==> config.mk <==
export PLATFORM = sky130hd
export DESIGN_NAME = letc_core_stage_writeback_sb
export DESIGN_NICKNAME = d
export VERILOG_FILES = /design/src/rtl/letc_pkg.sv /design/src/rtl/letc_core_store_buffer.sv /design/src/rtl/letc_core_stage_writeback_sb.sv
export SDC_FILE = /design/constraint.sdc
export NUM_CORES = 1
export LEC_CHECK = 0
export ABC_AREA = 1
export ABC_CLOCK_PERIOD_IN_PS = 38200
export CAP_MARGIN = 20
export CORE_ASPECT_RATIO = 0.6
export CORE_MARGIN = 2
export CORE_UTILIZATION = 40
export CTS_CLUSTER_DIAMETER = 50
export DETAILED_ROUTE_END_ITERATION = 10
export GPL_TIMING_DRIVEN = 1
export PLACE_DENSITY = 0.67
export SLEW_MARGIN = 40
export SYNTH_ARGS = -nofsm -noshare
export SYNTH_HDL_FRONTEND = slang
export SYNTH_HIERARCHICAL = 1
export SYNTH_SLANG_ARGS = --single-unit
==> constraint.sdc <==
create_clock -name clk -period 38.2 [get_ports clk]
set_clock_uncertainty 0.05 [all_clocks]
set_input_delay 7.64 -clock clk [delete_from_list [all_inputs] [get_ports clk]]
set_output_delay 7.64 -clock clk [all_outputs]
set_load 0.01 [all_outputs]
==> src/rtl/letc_pkg.sv <==
// ----------------------------------------------------------------------------
// letc_pkg
// Shared types for the LETC core writeback stage and its store buffer.
//   mem_size_t : access size encoding (B/H/W/D)
//   rd_src_t   : destination-register source select
//   size_bytes : byte count of an access; D on a 32-bit core collapses to W
// ----------------------------------------------------------------------------
package letc_pkg;

  typedef enum logic [1:0] {
    MEM_SIZE_B = 2'd0,
    MEM_SIZE_H = 2'd1,
    MEM_SIZE_W = 2'd2,
    MEM_SIZE_D = 2'd3
  } mem_size_t;

  typedef enum logic [1:0] {
    RD_SRC_ALU     = 2'd0,
    RD_SRC_MEM     = 2'd1,
    RD_SRC_CSR     = 2'd2,
    RD_SRC_INVALID = 2'd3
  } rd_src_t;

  // Value driven onto rd when the source select is invalid; easy to spot in a trace.
  localparam logic [31:0] RD_POISON = 32'hDEADBEEF;

  function automatic logic [3:0] size_bytes(input mem_size_t size, input logic is_xlen64);
    case (size)
      MEM_SIZE_B: size_bytes = 4'd1;
      MEM_SIZE_H: size_bytes = 4'd2;
      MEM_SIZE_W: size_bytes = 4'd4;
      MEM_SIZE_D: size_bytes = is_xlen64 ? 4'd8 : 4'd4;
      default:    size_bytes = 4'd4;
    endcase
  endfunction

endpackage

==> src/rtl/letc_core_store_buffer.sv <==
// ----------------------------------------------------------------------------
// letc_core_store_buffer
// FIFO of committed stores ({aligned address, merged word}) drained to DMSS,
// with a combinational address snoop over all occupied entries.
// Ports:
//   clk, rst_n                 clock, synchronous active-low reset
//   push_i, push_addr_i/data_i enqueue request (ignored when full and not popping)
//   out_valid_o/out_ready_i    drain handshake; head stays stable until popped
//   out_addr_o/out_data_o      head entry
//   pop_o                      drain handshake completes this cycle
//   snoop_addr_i/snoop_hit_o   any occupied entry with the same aligned address
//   full_o, empty_o            occupancy flags
// ----------------------------------------------------------------------------
module letc_core_store_buffer
  import letc_pkg::*;
#(
  parameter int XLEN     = 32,
  parameter int SB_DEPTH = 4
) (
  input  logic            clk,
  input  logic            rst_n,
  input  logic            push_i,
  input  logic [XLEN-1:0] push_addr_i,
  input  logic [XLEN-1:0] push_data_i,
  input  logic            out_ready_i,
  output logic            out_valid_o,
  output logic [XLEN-1:0] out_addr_o,
  output logic [XLEN-1:0] out_data_o,
  output logic            pop_o,
  input  logic [XLEN-1:0] snoop_addr_i,
  output logic            snoop_hit_o,
  output logic            full_o,
  output logic            empty_o
);

  localparam int IDX_W  = $clog2(SB_DEPTH);
  localparam int PTR_W  = IDX_W + 1;
  localparam int LANE_W = $clog2(XLEN / 8);

  typedef struct packed {
    logic [XLEN-1:0] addr;
    logic [XLEN-1:0] data;
  } sb_entry_t;

  sb_entry_t           entries_q [SB_DEPTH];
  logic [SB_DEPTH-1:0] valid_q, valid_d;
  logic [PTR_W-1:0]    wr_ptr_q, wr_ptr_d, rd_ptr_q, rd_ptr_d;
  logic                push_ok_s;
  logic [XLEN-1:0]     snoop_line_s;

  // Extra pointer MSB distinguishes full from empty when the index bits match.
  assign empty_o   = (wr_ptr_q == rd_ptr_q);
  assign full_o    = (wr_ptr_q[IDX_W] != rd_ptr_q[IDX_W]) &&
                     (wr_ptr_q[IDX_W-1:0] == rd_ptr_q[IDX_W-1:0]);
  assign pop_o     = !empty_o && out_ready_i;
  // A pop frees the head slot in the same cycle, so a full buffer may still accept.
  assign push_ok_s = push_i && (!full_o || pop_o);

  assign out_valid_o = !empty_o;
  assign out_addr_o  = entries_q[rd_ptr_q[IDX_W-1:0]].addr;
  assign out_data_o  = entries_q[rd_ptr_q[IDX_W-1:0]].data;

  // Next pointers and per-slot occupancy; a push into the slot being popped keeps it occupied.
  always_comb begin
    wr_ptr_d = wr_ptr_q;
    rd_ptr_d = rd_ptr_q;
    valid_d  = valid_q;
    if (pop_o) begin
      rd_ptr_d = rd_ptr_q + PTR_W'(1);
      valid_d[rd_ptr_q[IDX_W-1:0]] = 1'b0;
    end else begin
      rd_ptr_d = rd_ptr_q;
    end
    if (push_ok_s) begin
      wr_ptr_d = wr_ptr_q + PTR_W'(1);
      valid_d[wr_ptr_q[IDX_W-1:0]] = 1'b1;
    end else begin
      wr_ptr_d = wr_ptr_q;
    end
  end

  // Pointer and occupancy state; reset discards every buffered entry.
  always_ff @(posedge clk) begin
    if (!rst_n) begin
      wr_ptr_q <= '0;
      rd_ptr_q <= '0;
      valid_q  <= '0;
    end else begin
      wr_ptr_q <= wr_ptr_d;
      rd_ptr_q <= rd_ptr_d;
      valid_q  <= valid_d;
    end
  end

  // Entry payload storage, qualified by valid_q so it needs no reset.
  always_ff @(posedge clk) begin
    if (push_ok_s) begin
      entries_q[wr_ptr_q[IDX_W-1:0]] <= '{addr: push_addr_i, data: push_data_i};
    end
  end

  assign snoop_line_s = {snoop_addr_i[XLEN-1:LANE_W], {LANE_W{1'b0}}};

  // Snoop compare over occupied slots, including a head that is popping this cycle.
  always_comb begin
    snoop_hit_o = 1'b0;
    for (int i = 0; i < SB_DEPTH; i++) begin
      if (valid_q[i] && (entries_q[i].addr == snoop_line_s)) begin
        snoop_hit_o = 1'b1;
      end else begin
        snoop_hit_o = snoop_hit_o;
      end
    end
  end

endmodule

==> src/rtl/letc_core_stage_writeback_sb.sv <==
// ----------------------------------------------------------------------------
// letc_core_stage_writeback_sb
// Writeback stage: retires M2 instructions (rd mux, RF write, CSR write) and
// commits stores, merged into the loaded word, to a decoupled store buffer.
// The stage holds (w_ready=0) only when a store retires into a full buffer.
// Optional feature macro: LETC_CORE_WB_RETIRE_CNT_EN enables the 64-bit
// retired-instruction counter; otherwise retire_count is tied to zero.
// Ports:
//   clk, rst_n                    clock, synchronous active-low reset
//   w_stall, w_flush, w_ready     pipeline control
//   in_*                          M2->W instruction fields
//   rf_rd_*                       register-file write port
//   csr_idx/csr_we/csr_wdata      CSR write port
//   fwd_*                         bypass to earlier stages
//   sb_out_*                      store drain handshake to DMSS
//   snoop_addr/snoop_hit          load address hazard check
//   sb_empty                      buffer empty (fence/AMO gate)
//   retire_count                  retired-instruction counter
// ----------------------------------------------------------------------------
module letc_core_stage_writeback_sb
  import letc_pkg::*;
#(
  parameter int XLEN     = 32,
  parameter int SB_DEPTH = 4,
  parameter int RIDX_W   = 5
) (
  input  logic              clk,
  input  logic              rst_n,
  input  logic              w_stall,
  input  logic              w_flush,
  output logic              w_ready,
  input  logic              in_valid,
  input  logic              in_rd_we,
  input  logic [RIDX_W-1:0] in_rd_idx,
  input  logic [1:0]        in_rd_src,
  input  logic [XLEN-1:0]   in_alu_result,
  input  logic [XLEN-1:0]   in_mem_rdata,
  input  logic [XLEN-1:0]   in_csr_old_val,
  input  logic [XLEN-1:0]   in_csr_new_val,
  input  logic [11:0]       in_csr_idx,
  input  logic              in_csr_we,
  input  logic              in_is_store,
  input  logic [1:0]        in_mem_size,
  input  logic [XLEN-1:0]   in_rs2_val,
  output logic [RIDX_W-1:0] rf_rd_idx,
  output logic [XLEN-1:0]   rf_rd_val,
  output logic              rf_rd_we,
  output logic [11:0]       csr_idx,
  output logic              csr_we,
  output logic [XLEN-1:0]   csr_wdata,
  output logic              fwd_valid,
  output logic [RIDX_W-1:0] fwd_rd_idx,
  output logic [XLEN-1:0]   fwd_rd_val,
  output logic              sb_out_valid,
  input  logic              sb_out_ready,
  output logic [XLEN-1:0]   sb_out_addr,
  output logic [XLEN-1:0]   sb_out_data,
  input  logic [XLEN-1:0]   snoop_addr,
  output logic              snoop_hit,
  output logic              sb_empty,
  output logic [63:0]       retire_count
);

  localparam int LANE_W = $clog2(XLEN / 8);

  logic              ff_valid_q;
  logic              ff_rd_we_q, ff_csr_we_q, ff_is_store_q;
  logic [RIDX_W-1:0] ff_rd_idx_q;
  rd_src_t           ff_rd_src_q;
  mem_size_t         ff_size_q;
  logic [XLEN-1:0]   ff_alu_q, ff_mem_q, ff_csr_old_q, ff_csr_new_q, ff_rs2_q;
  logic [11:0]       ff_csr_idx_q;

  logic              sb_full_s, sb_pop_s, blocked_s, retire_s, load_s;
  logic [XLEN-1:0]   rd_val_s, mask_s, merged_s;
  logic [3:0]        bytes_s;
  logic [LANE_W-1:0] off_s;

  assign blocked_s = ff_valid_q && ff_is_store_q && sb_full_s && !sb_pop_s;
  assign w_ready   = !blocked_s;
  assign retire_s  = ff_valid_q && !w_flush && !w_stall && !blocked_s;
  // A blocked store keeps its slot until it retires; a flush releases the slot.
  assign load_s    = !w_stall && (w_ready || w_flush);

  // Stage occupancy; a flush while stalled still kills the resident instruction.
  always_ff @(posedge clk) begin
    if (!rst_n) begin
      ff_valid_q <= 1'b0;
    end else if (load_s) begin
      ff_valid_q <= in_valid;
    end else if (w_flush) begin
      ff_valid_q <= 1'b0;
    end else begin
      ff_valid_q <= ff_valid_q;
    end
  end

  // Instruction payload registers, qualified by ff_valid_q so they need no reset.
  always_ff @(posedge clk) begin
    if (load_s) begin
      ff_rd_we_q    <= in_rd_we;
      ff_rd_idx_q   <= in_rd_idx;
      ff_rd_src_q   <= rd_src_t'(in_rd_src);
      ff_alu_q      <= in_alu_result;
      ff_mem_q      <= in_mem_rdata;
      ff_csr_old_q  <= in_csr_old_val;
      ff_csr_new_q  <= in_csr_new_val;
      ff_csr_idx_q  <= in_csr_idx;
      ff_csr_we_q   <= in_csr_we;
      ff_is_store_q <= in_is_store;
      ff_size_q     <= mem_size_t'(in_mem_size);
      ff_rs2_q      <= in_rs2_val;
    end
  end

  // Destination register source select.
  always_comb begin
    case (ff_rd_src_q)
      RD_SRC_ALU: rd_val_s = ff_alu_q;
      RD_SRC_MEM: rd_val_s = ff_mem_q;
      RD_SRC_CSR: rd_val_s = ff_csr_old_q;
      default:    rd_val_s = XLEN'(RD_POISON);
    endcase
  end

  // Store merge: rs2 low bytes overwrite the loaded word at the size-aligned lane offset.
  always_comb begin
    bytes_s = size_bytes(ff_size_q, XLEN == 64);
    off_s   = ff_alu_q[LANE_W-1:0] & ~LANE_W'(bytes_s - 4'd1);
    case (bytes_s)
      4'd1:    mask_s = XLEN'(8'hFF);
      4'd2:    mask_s = XLEN'(16'hFFFF);
      4'd8:    mask_s = {XLEN{1'b1}};
      default: mask_s = XLEN'(32'hFFFF_FFFF);
    endcase
    merged_s = (ff_mem_q & ~(mask_s << {off_s, 3'b000})) |
               ((ff_rs2_q & mask_s) << {off_s, 3'b000});
  end

  assign rf_rd_idx  = ff_rd_idx_q;
  assign rf_rd_val  = rd_val_s;
  assign rf_rd_we   = retire_s && ff_rd_we_q;
  assign csr_idx    = ff_csr_idx_q;
  assign csr_wdata  = ff_csr_new_q;
  assign csr_we     = retire_s && ff_csr_we_q;
  assign fwd_valid  = ff_valid_q && ff_rd_we_q;
  assign fwd_rd_idx = ff_rd_idx_q;
  assign fwd_rd_val = rd_val_s;

  letc_core_store_buffer #(
    .XLEN     (XLEN),
    .SB_DEPTH (SB_DEPTH)
  ) u_sb (
    .clk          (clk),
    .rst_n        (rst_n),
    .push_i       (retire_s && ff_is_store_q),
    .push_addr_i  ({ff_alu_q[XLEN-1:LANE_W], {LANE_W{1'b0}}}),
    .push_data_i  (merged_s),
    .out_ready_i  (sb_out_ready),
    .out_valid_o  (sb_out_valid),
    .out_addr_o   (sb_out_addr),
    .out_data_o   (sb_out_data),
    .pop_o        (sb_pop_s),
    .snoop_addr_i (snoop_addr),
    .snoop_hit_o  (snoop_hit),
    .full_o       (sb_full_s),
    .empty_o      (sb_empty)
  );

`ifdef LETC_CORE_WB_RETIRE_CNT_EN
  logic [63:0] retire_cnt_q;

  // Retired-instruction counter, wraps naturally at 2^64.
  always_ff @(posedge clk) begin
    if (!rst_n) begin
      retire_cnt_q <= 64'd0;
    end else if (retire_s) begin
      retire_cnt_q <= retire_cnt_q + 64'd1;
    end else begin
      retire_cnt_q <= retire_cnt_q;
    end
  end

  assign retire_count = retire_cnt_q;
`else
  assign retire_count = 64'd0;
`endif

endmodule
# After elaboration in Yosys (flattened, before gate mapping)

Memory sizes are Yosys's and may differ from the RTL's. A register that Yosys moved wholly into a read port is not among the register bits.
Index checks and enable logic that the tools add are counted.

RAM bits: 248
Output and inout bits: 253
Word-level logic and storage cells: 100
Register bits: 195
Memories kept: 1

Memory list:

| name           | depth | width | rd ports | clocked after Yosys merged registers in | wr ports | RTL line                     | RTL |
|---|---|---|---|---|---|---|---|
| u_sb.entries_q | 4     | 62    | 5        | 1                                       | 1        | letc_core_store_buffer.sv:45 | `sb_entry_t entries_q [SB_DEPTH];` |

Reductions and logical operators: 32
Multiplexer cells: 19
$lt $le $gt $ge: 4
Shift operators: 2
Equal/unequal tests: 14
Bitwise operators: 9
Add/sub/neg operators: 3

Operators with widths:

| cell                | number |
|---|---|
| $eq 32x32->1        | 4 |
| $pmux 32 s3         | 1 |
| $and 32x32->32      | 2 |
| $pmux 32 s2         | 1 |
| $shl 32x5->32       | 2 |
| $not 32->32         | 1 |
| $or 32x32->32       | 1 |
| $logic_and 1x1->1   | 20 |
| $pmux 4 s3          | 1 |
| $mux 1              | 10 |
| $mux 4              | 2 |
| $add 3x1->3 const B | 2 |
| $eq 2x2->1 const B  | 3 |
| $logic_not 1->1     | 6 |
| $lt 2x3->1 const B  | 2 |
| $and 4x4->4         | 1 |
| $demux 1 s2         | 2 |
| $eq 2x1->1 const B  | 2 |
| $eq 4x1->1 const B  | 1 |
| $eq 4x2->1 const B  | 1 |
| $ge 2x1->1 const B  | 2 |
| $logic_not 2->1     | 2 |
| $mux 2              | 2 |
| $not 4->4           | 1 |
| 10 further kinds    | 11 |

# Depth between registers and ports, before layout

Gate-level depths: netlist of run 1.

Depth after elaboration: 11
Depth in mapped cells: 12
Depth with buffers taken out: 12

# Cells and area by module

The synthesis of run 1 kept the hierarchy.

By module, submodules not included:

| module                       | instances | area an instance (µm²) | cells an instance |
|---|---|---|---|
| letc_core_store_buffer       | 1         | 12221.7                | 1254 |
| letc_core_stage_writeback_sb | 1         | 7688.6                 | 594 |

# Worst setup path before layout of run 1

Ideal clock, no wire load.

Path kind: input to register
From: in w_flush
To: reg ff_csr_idx_q[0], in the netlist csr_idx[0], enable pin
Path slack: 16.668 ns
Library setup time: 0.983 ns
Stages: 2
Arrival: 20.499 ns
Path buffers: 0
Required time: 37.167 ns
Path through: inv_1 o21ai_0

Word-level cells in the longest chain between the ends: 2

RTL lines:

| item                   | RTL line                            | RTL |
|---|---|---|
| start: declaration     | letc_core_stage_writeback_sb.sv:30  | `input logic w_flush,` |
| $logic_or 1x1->1       | letc_core_stage_writeback_sb.sv:83  | `assign load_s = !w_stall && (w_ready \|\| w_flush);` |
| $logic_and 1x1->1      | letc_core_stage_writeback_sb.sv:83  |  |
| net load_s             | letc_core_stage_writeback_sb.sv:74  | `logic sb_full_s, sb_pop_s, blocked_s, retire_s, load_s;` |
| end signal: assignment | letc_core_stage_writeback_sb.sv:108 | `ff_csr_idx_q <= in_csr_idx;` |
| end: declaration       | letc_core_stage_writeback_sb.sv:72  | `logic [11:0] ff_csr_idx_q;` |

The timed path passes the listed nets, and every way through them passes these cells.
A chain may end at the register's enable or synchronous reset.

# Worst setup path in the final report of run 1

From: in snoop_addr[23]
To: out snoop_hit

Word-level cells in the longest chain between the ends: 6

RTL lines:

| item                | RTL line                           | RTL |
|---|---|---|
| start: declaration  | letc_core_stage_writeback_sb.sv:58 | `input logic [XLEN-1:0] snoop_addr,` |
| $eq 32x32->1        | letc_core_store_buffer.sv:108      | `if (valid_q[i] && (entries_q[i].addr == snoop_line_s)) begin` |
| $logic_and 1x1->1   | letc_core_store_buffer.sv:108      |  |
| $mux 1 (3 in a row) | letc_core_store_buffer.sv:108      |  |
| $mux 1 *            | letc_core_store_buffer.sv:108      |  |
| end: declaration    | letc_core_stage_writeback_sb.sv:59 | `output logic snoop_hit,` |

Every way passes the cells marked *; elsewhere a longest branch is shown, timed or not.

==> results of run 1 <==
-- metal layers --
layer	up-vias	part of all wire	routed length [um]	global-route usage
met2	731	0.46	28020	0.3647
met4	4	0.020	1213	0.05155
met5	-	0.00044	27	0
li1	6840	-	-	-
met3	82	0.10	6164	0.04872
met1	7151	0.42	26020	0.3311
-- cell families after synthesis --
family | after synthesis
other | 1
AND/OR/NAND/NOR | 724
AO/OA/AOI/OAI | 318
adder cells (fa/ha/maj) | 8
buffers and inverters | 328
XOR/XNOR | 16
flip-flops | 453
-- power groups by stage --
stage,Combinational [mW],Sequential [mW],Clock (mW)
finish,0.200,0.577,0.436
global route,0.214,0.578,0.463
CTS,0.200,0.577,0.444
detailed placement,0.199,0.588,0
global placement,0.195,0.588,0
floorplan,0.0927,0.591,0
-- worst max-delay path by stage --
stage,from,to,slack [ns]
3_5_place_dp,snoop_addr[23],snoop_hit,20.56
5_1_grt,snoop_addr[23],snoop_hit,20.40
3_3_place_gp,snoop_addr[23],snoop_hit,20.62
2_1_floorplan,w_flush,csr_idx[0],16.67
4_1_cts,snoop_addr[23],snoop_hit,20.54
6_report,snoop_addr[23],snoop_hit,20.47
-- area by class of cell --
class	instances	area, sq um
Fill cell	4266	23590
Clock buffer	58	1216
Tap cell	650	813.3
Timing Repair Buffer	424	4234
Clock inverter	21	210.2
Multi-Input combinational cell	1138	5076
Inverter	170	646.9
Sequential cell	453	13480
-- registers in the layout, summed over array words and instances (netlist names), 2 cells and up, named ones only --
register        flops
u_sb/entries_q    256
csr_wdata          32
ff_alu_q           32
ff_csr_old_q       32
ff_mem_q           32
ff_rs2_q           32
csr_idx            12
fwd_rd_idx          5
u_sb/valid_q        4
u_sb/rd_ptr_q       3
u_sb/wr_ptr_q       3
ff_rd_src_q         2
ff_size_q           2
-- worst max-delay path: stages --
cell	delay [ns]
clkdlybuf4s50_1	0.75
inv_1	0.12
nand2_1	0.08
nand2_1	0.05
nor2_1	0.17
nand2_1	0.10
nor2_1	0.22
nand2_1	0.08
nor2_1	0.11
nor2_1	0.06
nand2_1	0.11
clkdlybuf4s50_1	0.55
-- cell usage after synthesis, types with 13 or more instances --
library cell / number
inv_1: 165
clkbuf_1: 35
edfxtp_1: 440
o22ai_1: 38
o21ai_0: 177
nand2_1: 487
a21oi_1: 80
nor2_1: 169
nand3_1: 54
buf_2: 19
buf_4: 102
dfxtp_1: 13
==> metrics, run 1 <==
status=finished clean; CTS Root Cell=clkbuf_16; register area share after synthesis=0.6767; Boundary Pins=475; P_int=0.9000 mW; crit path time final=roughly 18 ns; XOR/XNOR Fraction of Synth Area=0.007038; Hold EP=u_sb/valid_q[2]; Post-route DRC=0; compound-cell area share of the yosys netlist=0.08540; multiplexer share of the synthesized area=0; cts repair resizes=0; dpl cell area=between 20000 and 25000 sq um; Vias/cell=5.082; GR Util All Layers=0.2316; HPWL Detailed=roughly 43000 um; most common cell after layout, fill and taps aside=nand2_1; drt wl/cell=21.09 um; Reg2Reg Setup Slack=~35 ns; Worst-path clk slew=around 0.06 ns; final hold vios=0; P_sw=around 0.31 mW; register bit total from synthesis=~450; Non-Filler Instances=about 2900; setup TNS=0 ns; Logic pwr share=0.165; reg2reg start=u_sb/wr_ptr_q[0]; first-pass GRT wire length=between 80000 and 90000 um; Worst EP arrival=10.04 ns; Die H=about 180 um; Startpoint Class=primary input; port bufs=approximately 410; endpoints failing setup=0; fmax=around 0.056 GHz; Skew-Pair Late Insertion Delay=0.57 ns; area fraction in and, or, nand and nor cells after synthesis=0.1427; post-synthesis cell area=around 20000 sq um; Die X-Extent=approximately 290 um; Sw Share=0.2583; CTS Hold Bufs=0; CTS max path bufs=3; Post-Route WL=about 60000 um; most frequent cells in the layout=nand2_1, edfxtp_1, clkdlybuf4s50_1, o21ai_0, nor2_1; clock share of power=0.360; crit path capture type=output port; share of the synthesized area in the top cell type=0.6636; Area Growth Syn to Fin=28.94%; Worst-Margin Slew=~0.86 ns; Vias=14810; number of global-route vias before repair=roughly 14000; Finished Cell Area=about 26000 sq um; fin. max-slew vios=0; maxcap violations=0; nets=about 2500; hold path start=u_sb/valid_q[2]; ys flop type=edfxtp_1; Initial Util=0.4041; hold_ws=0.4318 ns; GP Congestion=a little over 0.9; Seq pwr share=0.476; Hold Crit Depth=2; Tot Pwr=1.214 mW; ys async rst share=0; CP Class=primary input to output port; Placed Cells=approximately 2800; clock sink count=around 450; Pwr per Cell Area=between 40 and 50 nW/um^2; Yosys top cell by area=edfxtp_1; ranking of synthesized cells by area=edfxtp_1, nand2_1, o21ai_0, buf_4, nor2_1; final worst setup slack=between 20 and 25 ns; initial antenna violation count=2; Synth cell types=33; pre-CTS setup slack=~20 ns; layout cell share with drive strength beyond 1=0.04814; Post-CTS Setup Inserts=0; fin util=0.5211; Yosys warnings=6; RSZ-0062 raised after global routing=false; CTS tree=built; Crit path required time=30.51 ns; largest net degree at the start of global routing=roughly 90; Mapped Cells=around 1800; syn_area_per_cell=between 10 and 15 sq um; Tightest Hold Check Type=flip-flop to flip-flop; DRT Pass-1 Iters=5; VDD IR max=between 0.00002 and 0.00003 V; Tcrit/Tclk final=0.4643; num rows=63; GR Overflow Total=0; Leak=~10 nW; Worst slew margin=0.4187; Antenna diodes=0; Critical Path Fanout Max=6; largest family of logic cells by synthesized area=simple AND/OR/NAND/NOR gates; number of synthesized flops with an enable pin=440; Post-Synth Adder-Cell Area=0.005027; cts bufs inserted=45; Final ANT Viol Nets=0; FF-to-FF End=ff_rs2_q[3]; 1st-iter DRT viols=1610; worst r2r path cells=11; core area=49270 sq um; total die area=roughly 52000 sq um; CTS H-tree depth=2
Note: power is estimated with default switching activity, not from simulation.
==> run 2: changes to the inputs <==
ABC_CLOCK_PERIOD_IN_PS = 17360   (was 38200)
clock period = 17.36 ns   (was 38.2 ns; I/O delays follow)
==> run 2 against run 1 <==
Combinational power is 120% higher. Routed wire length grew 0.42%. Critical path type unchanged. Sequential power is 120% higher. Core utilization is 0.099 points higher. Highest routed layer unchanged.
==> metrics, run 2 (synthesis gave the netlist of run 1 again) <==
Tot Pwr=2.683 mW (was 1.214 mW); Placed Cells=2837 (was 2835); Post-Route WL=61700 um (was 61440 um); layout cell share with drive strength beyond 1=0.05106 (was 0.04814); Leak=10.01 nW (was 9.991 nW); CP Class=primary input to output port (unchanged); fin util=0.5221 (was 0.5211); GR Overflow Total=0 (unchanged); dpl cell area=24240 sq um (about the same); Post-CTS Setup Inserts=0 (unchanged); crit path capture type=output port (unchanged); Multi-input gate area=5066 sq um (was 5076 sq um); Critical Path Fanout Max=6 (unchanged); VDD IR max=0.00005600 V (was 0.00002589 V); DRT Pass-1 Iters=6 (was 5); Die H=176.8 um (unchanged); clock sink count=453 (unchanged); hold_ws=0.4266 ns (was 0.4318 ns); most common cell after layout, fill and taps aside=nand2_1 (unchanged); Tightest Hold Check Type=flip-flop to flip-flop (unchanged); GR Util All Layers=0.2339 (was 0.2316); CTS tree=built (unchanged); fmax=~0.11 GHz; Non-Filler Instances=2927 (was 2914); crit path time final=~9.3 ns; cts repair resizes=0 (unchanged); Crit path required time=13.84 ns (was 30.51 ns); Pwr per Cell Area=104.3 nW/um^2 (was 47.27 nW/um^2); first-pass GRT wire length=88220 um (was 87860 um); Final ANT Viol Nets=0 (unchanged); Boundary Pins=475 (unchanged); Worst EP arrival=5.77 ns (was 10.04 ns); Vias=14780 (was 14810); RSZ-0062 raised after global routing=false (unchanged); largest net degree at the start of global routing=87 (was 91); sequential cell area=13470 sq um (was 13480 sq um); Finished Cell Area=25720 sq um (was 25670 sq um); cts bufs inserted=46 (was 45); Initial Util=0.4041 (unchanged); total die area=51630 sq um (unchanged); Area Growth Syn to Fin=29.18% (was 28.94%); port bufs=408 (unchanged); final hold vios=0 (unchanged); Vias/cell=5.049 (was 5.082); CTS Hold Bufs=0 (unchanged); most frequent cells in the layout=nand2_1, edfxtp_1, clkdlybuf4s50_1, o21ai_0, nor2_1 (unchanged); Worst slew margin=0.4204 (was 0.4187); CTS max path bufs=3 (unchanged); Post-route DRC=0 (unchanged); initial antenna violation count=4 (was 2); Worst-path clk slew=0.06 ns (about the same); GP Congestion=0.9202 (was 0.9354); fin. max-slew vios=0 (unchanged); status=finished clean (unchanged); Startpoint Class=primary input (unchanged); endpoints failing setup=0 (unchanged); drt wl/cell=21.08 um (was 21.09 um); core area=49270 sq um (unchanged); Worst-Margin Slew=0.8602 ns (was 0.8628 ns); HPWL Detailed=43720 um (was 43380 um); Fillers=4292 (was 4266); CTS Root Cell=clkbuf_16 (unchanged); CTS H-tree depth=2 (unchanged); final worst setup slack=8.073 ns (was 20.47 ns); Skew-Pair Late Insertion Delay=0.59 ns (was 0.57 ns); setup TNS=0 ns (unchanged); 1st-iter DRT viols=1651 (was 1610); num rows=63 (unchanged); maxcap violations=0 (unchanged); Largest register FFs=256 (unchanged); nets=2465 (was 2462); Tcrit/Tclk final=0.5350; pre-CTS setup slack=8.163 ns (was 20.56 ns); number of global-route vias before repair=13700 (was 13920); Die X-Extent=292.0 um (unchanged)
## run 2: cell count changes in the layout (fill, tap and decap cells not counted), sizes merged
cell,change
clkinv,+7
inv,+2
buf,+2
diode,+5
clkinvlp,+2
clkbuf,-5
## run 2: worst paths after layout
kind	from	end	slack, ns	depth (start not counted)
setup reg to reg	u_sb/wr_ptr_q[0]	ff_csr_old_q[31]	13.61	11
hold / removal	u_sb/valid_q[3]	u_sb/valid_q[3]	0.43	2
hold reg to reg	u_sb/valid_q[3]	u_sb/valid_q[3]	0.43	2
setup / recovery	snoop_addr[23]	snoop_hit	8.07	12
## run 2: where the power goes
part | total [mW] | internal [mW] | leakage [nW] | switching (mW)
combinational | 0.438 | 0.191 | 5.05 | 0.246
clock | 0.974 | 0.539 | 0.714 | 0.435
sequential | 1.27 | 1.25 | 4.25 | 0.0238
total | 2.68 | 1.98 | 10.0 | 0.705
## run 2: cell type report
class	count	share of cell area
inverters	170	0.02520
clock inverters	32	0.01133
flip-flops and latches	453	0.5239
multi-input cells	1138	0.1970
clock buffers	53	0.04578
repair buffers	426	0.1648
well taps	650	0.03162
diodes	5	0.0004865
## run 2: routing by layer
metal | share of wire | routed length [um] | track usage
met2 | 0.45 | 27730 | 0.3579
met5 | 0.00026 | 16 | 0
met3 | 0.099 | 6124 | 0.05952
met1 | 0.43 | 26580 | 0.3347
met4 | 0.020 | 1245 | 0.05584
## run 2: critical path, cell delays in order
cell             delay, ns
clkdlybuf4s50_1       0.74
inv_1                 0.11
nand2_1               0.07
nand2_1               0.05
nor2_1                0.20
nand2_1               0.11
nor2_1                0.12
nand2_1               0.10
nor2_1                0.11
nor2_1                0.05
nand2_1               0.09
clkdlybuf4s50_1       0.54
==> run 3: changes to the inputs <==
ABC_CLOCK_PERIOD_IN_PS = 8000   (was 17360)
PLACE_DENSITY = 0.69   (was 0.67)
clock period = 8 ns   (was 17.36 ns; I/O delays follow)
==> run 3 against run 2 <==
Final area increased by 0.30%. Sequential power grew 120%. First-iteration DRC count shrank 2.2%. Final cell count down 0.10%. Largest power group unchanged.
==> metrics, run 3 (synthesis gave the netlist of run 1 again) <==
Boundary Pins=475 (unchanged); hold_ws=0.4233 ns (was 0.4266 ns); final hold vios=0 (unchanged); total die area=51630 sq um (unchanged); GR Overflow Total=0 (unchanged); Final ANT Viol Nets=0 (unchanged); Die X-Extent=292.0 um (unchanged); Leak=10.06 nW (was 10.01 nW); Worst EP arrival=3.85 ns (was 5.77 ns); fmax=approximately 0.18 GHz; Tightest Hold Check Type=flip-flop to flip-flop (unchanged); Tot Pwr=5.888 mW (was 2.683 mW); port bufs=408 (unchanged); delay-heaviest family, CP=buffers and inverters (unchanged); crit path time final=between 5 and 6 ns; core area=49270 sq um (unchanged); Non-Filler Instances=2924 (was 2927); HPWL Detailed=43610 um (was 43720 um); initial antenna violation count=5 (was 4); Vias/cell=5.032 (was 5.049); cts bufs inserted=46 (unchanged); Crit path required time=6.35 ns (was 13.84 ns); GP Congestion=0.9623 (was 0.9202); Post-route DRC=0 (unchanged); Initial Util=0.4041 (unchanged); Worst-path clk slew=0.06 ns (about the same); Startpoint Class=primary input (unchanged); crit-path cells=clkdlybuf4s50_1 > inv_1 > nand2_1 > o21ai_0 > nor2_1 > nand2_1 > nor2_1 > nand2_1 > nor2_1 > nor2_1 > nand2_1 > clkdlybuf4s50_1 (was clkdlybuf4s50_1 > inv_1 > nand2_1 > nand2_1 > nor2_1 > nand2_1 > nor2_1 > nand2_1 > nor2_1 > nor2_1 > nand2_1 > clkdlybuf4s50_1); status=finished clean (unchanged); endpoints failing setup=0 (unchanged); Largest register FFs=256 (unchanged); pre-CTS setup slack=2.556 ns (was 8.163 ns); WP buf/inv=3 (unchanged); Worst-Margin Slew=0.8652 ns (was 0.8602 ns); drt wl/cell=20.93 um (was 21.08 um); VDD IR max=0.0001451 V (was 0.00005600 V); Area Growth Syn to Fin=29.57% (was 29.18%); CP peak stage delay=0.57 ns (was 0.74 ns); nets=2466 (was 2465); crit path capture type=output port (unchanged); Die H=176.8 um (unchanged); Skew-Pair Late Insertion Delay=0.57 ns (was 0.59 ns); first-pass GRT wire length=88700 um (was 88220 um); most frequent cells in the layout=nand2_1, edfxtp_1, clkdlybuf4s50_1, o21ai_0, nor2_1 (unchanged); maxcap violations=0 (unchanged); setup TNS=0 ns (unchanged); number of global-route vias before repair=14020 (was 13700); layout cell share with drive strength beyond 1=0.05284 (was 0.05106); Tcrit/Tclk final=0.6873; CP Class=primary input to output port (unchanged); cts repair resizes=0 (unchanged); final worst setup slack=2.502 ns (was 8.073 ns); Pwr per Cell Area=228.2 nW/um^2 (was 104.3 nW/um^2); CTS Root Cell=clkbuf_16 (unchanged); Post-Route WL=61190 um (was 61700 um); CTS max path bufs=3 (unchanged); DRT Pass-1 Iters=6 (unchanged); fin. max-slew vios=0 (unchanged); Placed Cells=2837 (unchanged); slowest cell on the critical path=clkdlybuf4s50_1 (unchanged); Vias=14720 (was 14780); largest net degree at the start of global routing=156 (was 87); Critical Path Fanout Max=5 (was 6); 1st-iter DRT viols=1615 (was 1651); most common cell after layout, fill and taps aside=nand2_1 (unchanged); Post-CTS Setup Inserts=0 (unchanged); CTS tree=built (unchanged); num rows=63 (unchanged); CTS Hold Bufs=0 (unchanged); GR Util All Layers=0.2330 (was 0.2339); Worst slew margin=0.4171 (was 0.4204); CTS H-tree depth=2 (unchanged); clock sink count=453 (unchanged); RSZ-0062 raised after global routing=false (unchanged)
-- run 3: changes by cell type in the layout (fill, tap and decap cells not counted), sizes merged --
cell / before / now
diode: 5 / 3
clkinv: 23 / 21
clkbuf: 53 / 54
clkinvlp: 3 / 1
buf: 18 / 19
inv: 173 / 172
bufinv: 3 / 5
-- run 3: per-layer routing --
metal / vias up / part of all wire / wire [um] / GRT usage
met1: 7073 / 0.44 / 26740 / 0.3386
met3: 93 / 0.092 / 5642 / 0.04583
li1: 6853 / - / - / -
met2: 692 / 0.45 / 27350 / 0.3595
met4: 4 / 0.024 / 1439 / 0.05928
met5: - / 0.00033 / 20 / 0
-- run 3: power by group --
| part | switching, mW | internal, mW | leakage [nW] | total, mW |
|---|---|---|---|---|
| Combinational | 0.535 | 0.419 | 5.06 | 0.954 |
| Clock | 0.928 | 1.25 | 0.747 | 2.18 |
| Sequential | 0.0503 | 2.71 | 4.25 | 2.76 |
-- run 3: worst paths after layout --
path,end,startpoint,slack (ns),depth (start not counted)
setup / recovery,snoop_hit,snoop_addr[22],2.50,12
hold / removal,u_sb/valid_q[2],u_sb/valid_q[2],0.42,2
setup reg to reg,u_sb/entries_q[0][35],u_sb/wr_ptr_q[0],4.39,11
hold reg to reg,u_sb/valid_q[2],u_sb/valid_q[2],0.42,2
-- run 3: stage by stage --
stage                     utilization  cell area, sq um
after CTS                      0.5229             25760
after global routing           0.5235             25790
after global placement         0.4917             24220
after detailed placement       0.4921             24250
after floorplan                     -             20180
final                          0.5236             25800
-- run 3: worst min-delay path: cells and delay by family, from the launching register on --
kind | cells | cell delay [ns]
and+or+nand+nor | 1 | 0.06
AOI/OAI and AO/OA | 1 | 0.05
DFF | 1 | 0.31
-- run 3: layout make-up --
cell class | instances | area (sq um)
fillers | 4198 | 23470
diodes | 3 | 7.507
well taps | 650 | 813.3
clock inverters | 29 | 314.1
clock buffers | 54 | 1202
repair buffers | 427 | 4263
multi-input cells | 1138 | 5066
inverters | 170 | 655.6
flip-flops and latches | 453 | 13480
